**config.mk**
```make
export PLATFORM = sky130hd
export DESIGN_NAME = uart_rx_flat
export DESIGN_NICKNAME = d
export VERILOG_FILES = /design/src/rtl/uart_rx_if.sv /design/src/rtl/uart_rx.sv /design/src/flat_wrapper.sv
export SDC_FILE = /design/constraint.sdc
export NUM_CORES = 1
export LEC_CHECK = 0
export ABC_AREA = 1
export CAP_MARGIN = 0
export CORE_UTILIZATION = 59
export DETAILED_ROUTE_END_ITERATION = 6
export GPL_ROUTABILITY_DRIVEN = 0
export PLACE_DENSITY = 0.79
export REMOVE_ABC_BUFFERS = 1
export SLEW_MARGIN = 30
export SYNTH_ARGS = -nofsm -noshare
export SYNTH_HDL_FRONTEND = slang
export SYNTH_SLANG_ARGS = --single-unit
```
**constraint.sdc**
```tcl
create_clock -name clk -period 2.4 [get_ports clk]
set_input_delay 0.6 -clock clk [delete_from_list [all_inputs] [get_ports clk]]
set_output_delay 0.6 -clock clk [all_outputs]
set_load 0.01 [all_outputs]
```
**src/rtl/uart_rx_if.sv**
```systemverilog
// Receive-side bus of the UART: oversampled tick and serial line in,
// FIFO head/status and sticky error flags out, pop and error-clear controls in.
// slave = receiver (uart_rx); master = consumer (register block / bench).
interface uart_rx_if #(
  parameter int DATA_BITS  = 8,
  parameter int FIFO_DEPTH = 4
);
  localparam int CW = $clog2(FIFO_DEPTH) + 1;

  logic                 tick;
  logic                 rx;
  logic                 rd_en;
  logic                 clr_err;
  logic [DATA_BITS-1:0] rd_data;
  logic                 rx_valid;
  logic                 fifo_full;
  logic [CW-1:0]        count;
  logic                 frame_err;
  logic                 overrun;

  modport master (
    output tick, rx, rd_en, clr_err,
    input  rd_data, rx_valid, fifo_full, count, frame_err, overrun
  );

  modport slave (
    input  tick, rx, rd_en, clr_err,
    output rd_data, rx_valid, fifo_full, count, frame_err, overrun
  );
endinterface

```
**src/rtl/uart_rx.sv**
```systemverilog
// 8N1 UART receiver: 2-flop synchronizer, oversampled deframing FSM, FWFT byte FIFO.
// Latency: byte visible (rx_valid/count) on the edge after the stop-bit sample tick.
// Backpressure: none on the line; a full FIFO drops the byte and sets overrun (unless popped same cycle).
// Ports: clk, rst (async active-low), bus (uart_rx_if.slave: tick/rx/rd_en/clr_err in; data/status/flags out).
module uart_rx #(
  parameter int DATA_BITS  = 8,
  parameter int OVERSAMPLE = 16,
  parameter int FIFO_DEPTH = 4
) (
  input  logic     clk,
  input  logic     rst,
  uart_rx_if.slave bus
);
  localparam int AW  = $clog2(FIFO_DEPTH);
  localparam int SCW = $clog2(OVERSAMPLE);
  localparam int IW  = (DATA_BITS > 1) ? $clog2(DATA_BITS) : 1;

  typedef enum logic [2:0] {IDLE, START, DATA, STOP, BRK} state_t;

  // Synchronizer
  logic rx_meta_q, rx_s_q;

  // Deframer
  state_t               state_q, state_d;
  logic [SCW-1:0]       sc_q, sc_d;
  logic [IW-1:0]        idx_q, idx_d;
  logic [DATA_BITS-1:0] shreg_q, shreg_d;
  logic                 push, frame_set, ovr_set;

  // FIFO
  logic [DATA_BITS-1:0] mem_q [FIFO_DEPTH];
  logic [AW:0]          wr_ptr_q, rd_ptr_q, count_w;
  logic                 full, empty, pop;

  // Flags
  logic frame_err_q, frame_err_d, overrun_q, overrun_d;

  assign count_w = wr_ptr_q - rd_ptr_q;
  assign full    = (count_w == (AW+1)'(FIFO_DEPTH));
  assign empty   = (count_w == '0);
  assign pop     = bus.rd_en & ~empty;

  always_ff @(posedge clk or negedge rst) begin
    if (!rst) begin
      rx_meta_q <= 1'b1;
      rx_s_q    <= 1'b1;
    end else begin
      rx_meta_q <= bus.rx;
      rx_s_q    <= rx_meta_q;
    end
  end

  always_ff @(posedge clk or negedge rst) begin
    if (!rst) begin
      state_q <= IDLE;
      sc_q    <= '0;
      idx_q   <= '0;
      shreg_q <= '0;
    end else begin
      state_q <= state_d;
      sc_q    <= sc_d;
      idx_q   <= idx_d;
      shreg_q <= shreg_d;
    end
  end

  always_comb begin
    state_d   = state_q;
    sc_d      = sc_q;
    idx_d     = idx_q;
    shreg_d   = shreg_q;
    push      = 1'b0;
    frame_set = 1'b0;
    ovr_set   = 1'b0;
    case (state_q)
      IDLE: begin
        // Falling edge detection runs every clk, independent of tick.
        if (!rx_s_q) begin
          state_d = START;
          sc_d    = '0;
        end
      end
      START: begin
        if (bus.tick) begin
          if (sc_q == SCW'(OVERSAMPLE/2 - 1)) begin
            sc_d  = '0;
            idx_d = '0;
            state_d = rx_s_q ? IDLE : DATA;  // high at mid start bit = glitch
          end else begin
            sc_d = sc_q + 1'b1;
          end
        end
      end
      DATA: begin
        if (bus.tick) begin
          if (sc_q == SCW'(OVERSAMPLE - 1)) begin
            shreg_d[idx_q] = rx_s_q;
            sc_d = '0;
            if (idx_q == IW'(DATA_BITS - 1)) state_d = STOP;
            else                             idx_d   = idx_q + 1'b1;
          end else begin
            sc_d = sc_q + 1'b1;
          end
        end
      end
      STOP: begin
        if (bus.tick) begin
          if (sc_q == SCW'(OVERSAMPLE - 1)) begin
            sc_d = '0;
            if (rx_s_q) begin
              // A pop in the same cycle frees a slot, so a full FIFO still accepts.
              if (!full || pop) push    = 1'b1;
              else              ovr_set = 1'b1;
              state_d = IDLE;
            end else begin
              frame_set = 1'b1;
              state_d   = BRK;
            end
          end else begin
            sc_d = sc_q + 1'b1;
          end
        end
      end
      BRK: begin
        // Hold off until the line returns high so a held-low line is not re-framed.
        if (rx_s_q) state_d = IDLE;
      end
      default: state_d = IDLE;
    endcase
  end

  always_ff @(posedge clk or negedge rst) begin
    if (!rst) begin
      wr_ptr_q <= '0;
      rd_ptr_q <= '0;
      for (int i = 0; i < FIFO_DEPTH; i++) mem_q[i] <= '0;
    end else begin
      if (push) begin
        mem_q[wr_ptr_q[AW-1:0]] <= shreg_q;
        wr_ptr_q <= wr_ptr_q + 1'b1;
      end
      if (pop) rd_ptr_q <= rd_ptr_q + 1'b1;
    end
  end

  // Set has priority over clear.
  assign frame_err_d = frame_set | (frame_err_q & ~bus.clr_err);
  assign overrun_d   = ovr_set   | (overrun_q   & ~bus.clr_err);

  always_ff @(posedge clk or negedge rst) begin
    if (!rst) begin
      frame_err_q <= 1'b0;
      overrun_q   <= 1'b0;
    end else begin
      frame_err_q <= frame_err_d;
      overrun_q   <= overrun_d;
    end
  end

  assign bus.rd_data   = mem_q[rd_ptr_q[AW-1:0]];
  assign bus.rx_valid  = ~empty;
  assign bus.fifo_full = full;
  assign bus.count     = count_w;
  assign bus.frame_err = frame_err_q;
  assign bus.overrun   = overrun_q;
endmodule

```
**src/flat_wrapper.sv**
```systemverilog
// flat-port wrapper written by rule: the top's interface ports become plain ports
module uart_rx_flat 
#(
  parameter int DATA_BITS  = 8,
  parameter int OVERSAMPLE = 16,
  parameter int FIFO_DEPTH = 4
)
  (clk, rst, bus_tick, bus_rx, bus_rd_en, bus_clr_err, bus_rd_data, bus_rx_valid, bus_fifo_full, bus_count, bus_frame_err, bus_overrun);
  uart_rx_if #(.DATA_BITS(DATA_BITS), .FIFO_DEPTH(FIFO_DEPTH)) bus_i ();
  input  logic clk;
  input  logic rst;
  input wire logic [$bits(bus_i.tick)-1:0] bus_tick;
  input wire logic [$bits(bus_i.rx)-1:0] bus_rx;
  input wire logic [$bits(bus_i.rd_en)-1:0] bus_rd_en;
  input wire logic [$bits(bus_i.clr_err)-1:0] bus_clr_err;
  output wire logic [$bits(bus_i.rd_data)-1:0] bus_rd_data;
  output wire logic [$bits(bus_i.rx_valid)-1:0] bus_rx_valid;
  output wire logic [$bits(bus_i.fifo_full)-1:0] bus_fifo_full;
  output wire logic [$bits(bus_i.count)-1:0] bus_count;
  output wire logic [$bits(bus_i.frame_err)-1:0] bus_frame_err;
  output wire logic [$bits(bus_i.overrun)-1:0] bus_overrun;
  assign bus_i.tick = bus_tick;
  assign bus_i.rx = bus_rx;
  assign bus_i.rd_en = bus_rd_en;
  assign bus_i.clr_err = bus_clr_err;
  assign bus_rd_data = bus_i.rd_data;
  assign bus_rx_valid = bus_i.rx_valid;
  assign bus_fifo_full = bus_i.fifo_full;
  assign bus_count = bus_i.count;
  assign bus_frame_err = bus_i.frame_err;
  assign bus_overrun = bus_i.overrun;
  uart_rx #(.DATA_BITS(DATA_BITS), .OVERSAMPLE(OVERSAMPLE), .FIFO_DEPTH(FIFO_DEPTH)) u_core (.clk(clk), .rst(rst), .bus(bus_i));
endmodule
```
==> impl_metrics.toml <==
[clocking]
cts_tree = "built"
htreeDepth = 3
post-cts-setup-buffers = 0
cts_buffer_depth = 2
clkTransAtPathRegs_ns = 0.06
cts.sinks = 60
cts_buffers = 9
cts_root_buf = "clkbuf_8"
clock_latency_ns = 0.34

[worst_setup_path]
path_buf_inv = 1
critical_path.slowest_cell = "fa_2"
path_cells = "ha_2, fa_2, nand2_2, a21oi_2, buf_2"
worstPathRequired_ns = 1.80
rr_worst_depth = 10
critical_path_arrival_ns = 1.84
startpoint_type = "flip-flop"
max_stage_delay_ns = 0.55
crit_family = "adder cells"
critical_path_class = "reg -> out"
path_max_fanout = 2
end_kind = "primary output"
crit_cells = 5

[placement]
place_ws_ns = -0.195
dp_hpwl_um = 4680
numPortBuffers = 20

[sta]
finClkSkew_ns = 0.00593
drv_slew = 0
rsz0062_at_grt = "true"
finalHoldViolations = 0
fmax_ghz = 0.410
period_minus_slack_ns = 2.44
worst_pin_slew_ns = 0.499
period_share_pct = 102
fin_ws_ns = -0.0403
max-slew-margin-rel_pct = 66.7
whs_ns = 0.222
finalSetupViolations = 2
totalNegativeSetupSlack_ns = -0.0677

[synth]
synth_largest_area_cell = "dfrtp_1"
ys_seq_elements = 60
synth_top_family_by_area = "simple AND/OR/NAND/NOR gates"
syn_avg_cell_area_um2 = 8.29
synth_compound_area_share_pct = 8.00
synth-adder-area-share_pct = 4.24
syn_area_um2 = 3130
synth-simple-area-share_pct = 31.8
synth_top_area_share_pct = 46.4
synth.most_common_cell = "nand2_1"
ys_top_cells_by_area = "dfrtp_1, nand2_1, nand4_1, o21ai_0, nand3_1"
synthArstFlopShare_pct = 100
synth_xor_area_share_pct = 0.840
muxShareOfSynthArea_pct = 0
synth_edf_count = 0
ys_seq_area_share_pct = 48.1
synth_warnings = 0
synthTopCellsByCount = "nand2_1, dfrtp_1, nand4_1"
synth_ff_type = "dfrtp_1"
postSynthCellCount = 377
synthDistinctLibCells = 28

[run]
maxCapViolations = 0

[power_and_ir_drop]
peakVddDrop_v = 0.000632
clockPowerShare_pct = 25.2
p_int_w = 0.00223
power_frac_seq_pct = 33.4
switching_share_pct = 37.4
cellPowerDensity_nw_per_um2 = 978
power_leakage_nw = 1.86
power_switching_w = 0.00133
combPwrFrac_pct = 41.3
power_w = 0.00356

[global_route]
grt_pass1_wl_um = 11700
grt_overflow_total = 0
grt_usage_pct = 28.6
grt_pass1_vias = 2584
grt_max_degree = 41
antenna_found_initial = 0

[outcome]
violations = "setup timing"
outcome = "complete, but fails checks"

[route]
firstDrtPassIters = 4
via_per_inst = 5.74
routedWlPerCell_um = 14.4
num_vias = 2769
ant_nets = 0
drc = 0
routed_wl_um = 6940
drt_iter0_drc = 283

[floorplan]
dieHeight_um = 74.8
pin_count = 21
coreArea_um2 = 5110
die_width_um = 74.8
start_util_pct = 61.2
core.rowCount = 26
die_area_um2 = 5600

[hold_path]
min_path_type = "in -> async"

[final_layout]
area_delta_synth_final_pct = 16.5
final_nets = 425
fillCellCount = 413
n_antenna_cell = 0
drive_gt1_share_pct = 14.6
[area by class of cell]
class,count,area (µm²),area share [%]
multi-input combinational,275,1430,39.2
clock inverter,2,35.0,0.962
timing repair buffer,36,328,9.00
inverter,27,105,2.88
clock buffer,12,155,4.26
tap,70,87.6,2.40
sequential,60,1500,41.3
[metrics by stage]
step | cell area, µm² | instances | utilization, %
final | 3640 | 482 | 71.3
after global routing | 3640 | 482 | 71.3
after CTS | 3640 | 482 | 71.3
after detailed placement | 3440 | 468 | 67.3
after global placement | 3440 | 468 | 67.3
after floorplan | 3010 | 362 | -
[power by group through the flow]
stage | logic [W] | registers (W) | clock network, W
final | 0.00147 | 0.00119 | 0.000900
after global routing | 0.00165 | 0.00120 | 0.000947
after CTS | 0.00145 | 0.00119 | 0.000910
after detailed placement | 0.00149 | 0.00121 | 0
after global placement | 0.00145 | 0.00120 | 0
after floorplan | 0.000793 | 0.00122 | 0
[repair_timing]
action / in CTS / in global routing
resized for setup: 30 / 3
pin swaps: 2 / 0
endpoints found under the setup margin: 12 / 11
hold buffers: 0 / 0
[sequential cells by signal, summed over array words and instances (netlist names)]
signal,cells
u_core.shreg_q,8
u_core.rx_meta_q,1
u_core.sc_q,4
u_core.state_q,3
u_core.rx_s_q,1
u_core.bus.overrun,1
u_core.rd_ptr_q,3
u_core.mem_q,32
u_core.idx_q,3
u_core.bus.frame_err,1
u_core.wr_ptr_q,3
[routing by layer]
metal | part of all wire (%) | vias up | GRT usage (%)
li1 | - | 1340 | -
met1 | 43 | 1312 | 36.9
met2 | 49 | 97 | 45.8
met3 | 5.8 | 20 | 4.95
met4 | 3.0 | 0 | 15.9
met5 | 0 | - | 0
[cells by family (layout without fill, tap and decap cells)]
family,count (synthesis),in the layout
and+or+nand+nor,214,214
DFF,60,60
AOI/OAI and AO/OA,48,48
buffers and inverters,42,77
adders and majority gates,10,10
xor gates and xnor gates,3,3
[cells in the final DEF (no fill, tap or decap), types with 11 or more instances in the layout]
| cell type | Yosys | layout |
|---|---|---|
| inv_1 | 23 | 20 |
| nand3_1 | 26 | 24 |
| nand2_1 | 108 | 105 |
| dfrtp_1 | 58 | 58 |
| nor2_1 | 34 | 34 |
| nand4_1 | 36 | 36 |
| buf_4 | 0 | 14 |
| clkbuf_8 | 0 | 11 |
| o21ai_0 | 32 | 32 |
[worst reg2reg max path: stages (launching register included)]
cell and delay (ns):
dfrtp_1 0.38, inv_2 0.06, ha_2 0.16, fa_2 0.45, nand2_2 0.10, inv_2 0.05
buf_4 0.12, nand3_2 0.14, nand3_1 0.36, nand2_1 0.17, nand2_1 0.07
[final timing paths]
| check | start | to | slack [ns] |
|---|---|---|---|
| worst max-delay path | u_core.rd_ptr_q[0] | bus_fifo_full | -0.04 |
| worst min-delay path | rst | u_core.rd_ptr_q[2] | 0.22 |
| worst max register to register | u_core.wr_ptr_q[0] | u_core.mem_q[26] | 0.22 |
| worst min register to register | u_core.rx_meta_q | u_core.rx_s_q | 0.36 |
| max in group asynchronous | rst | u_core.rx_meta_q | 1.53 |
| min in group clk | u_core.rx_meta_q | u_core.rx_s_q | 0.36 |
(Power assumes the default switching activity.)
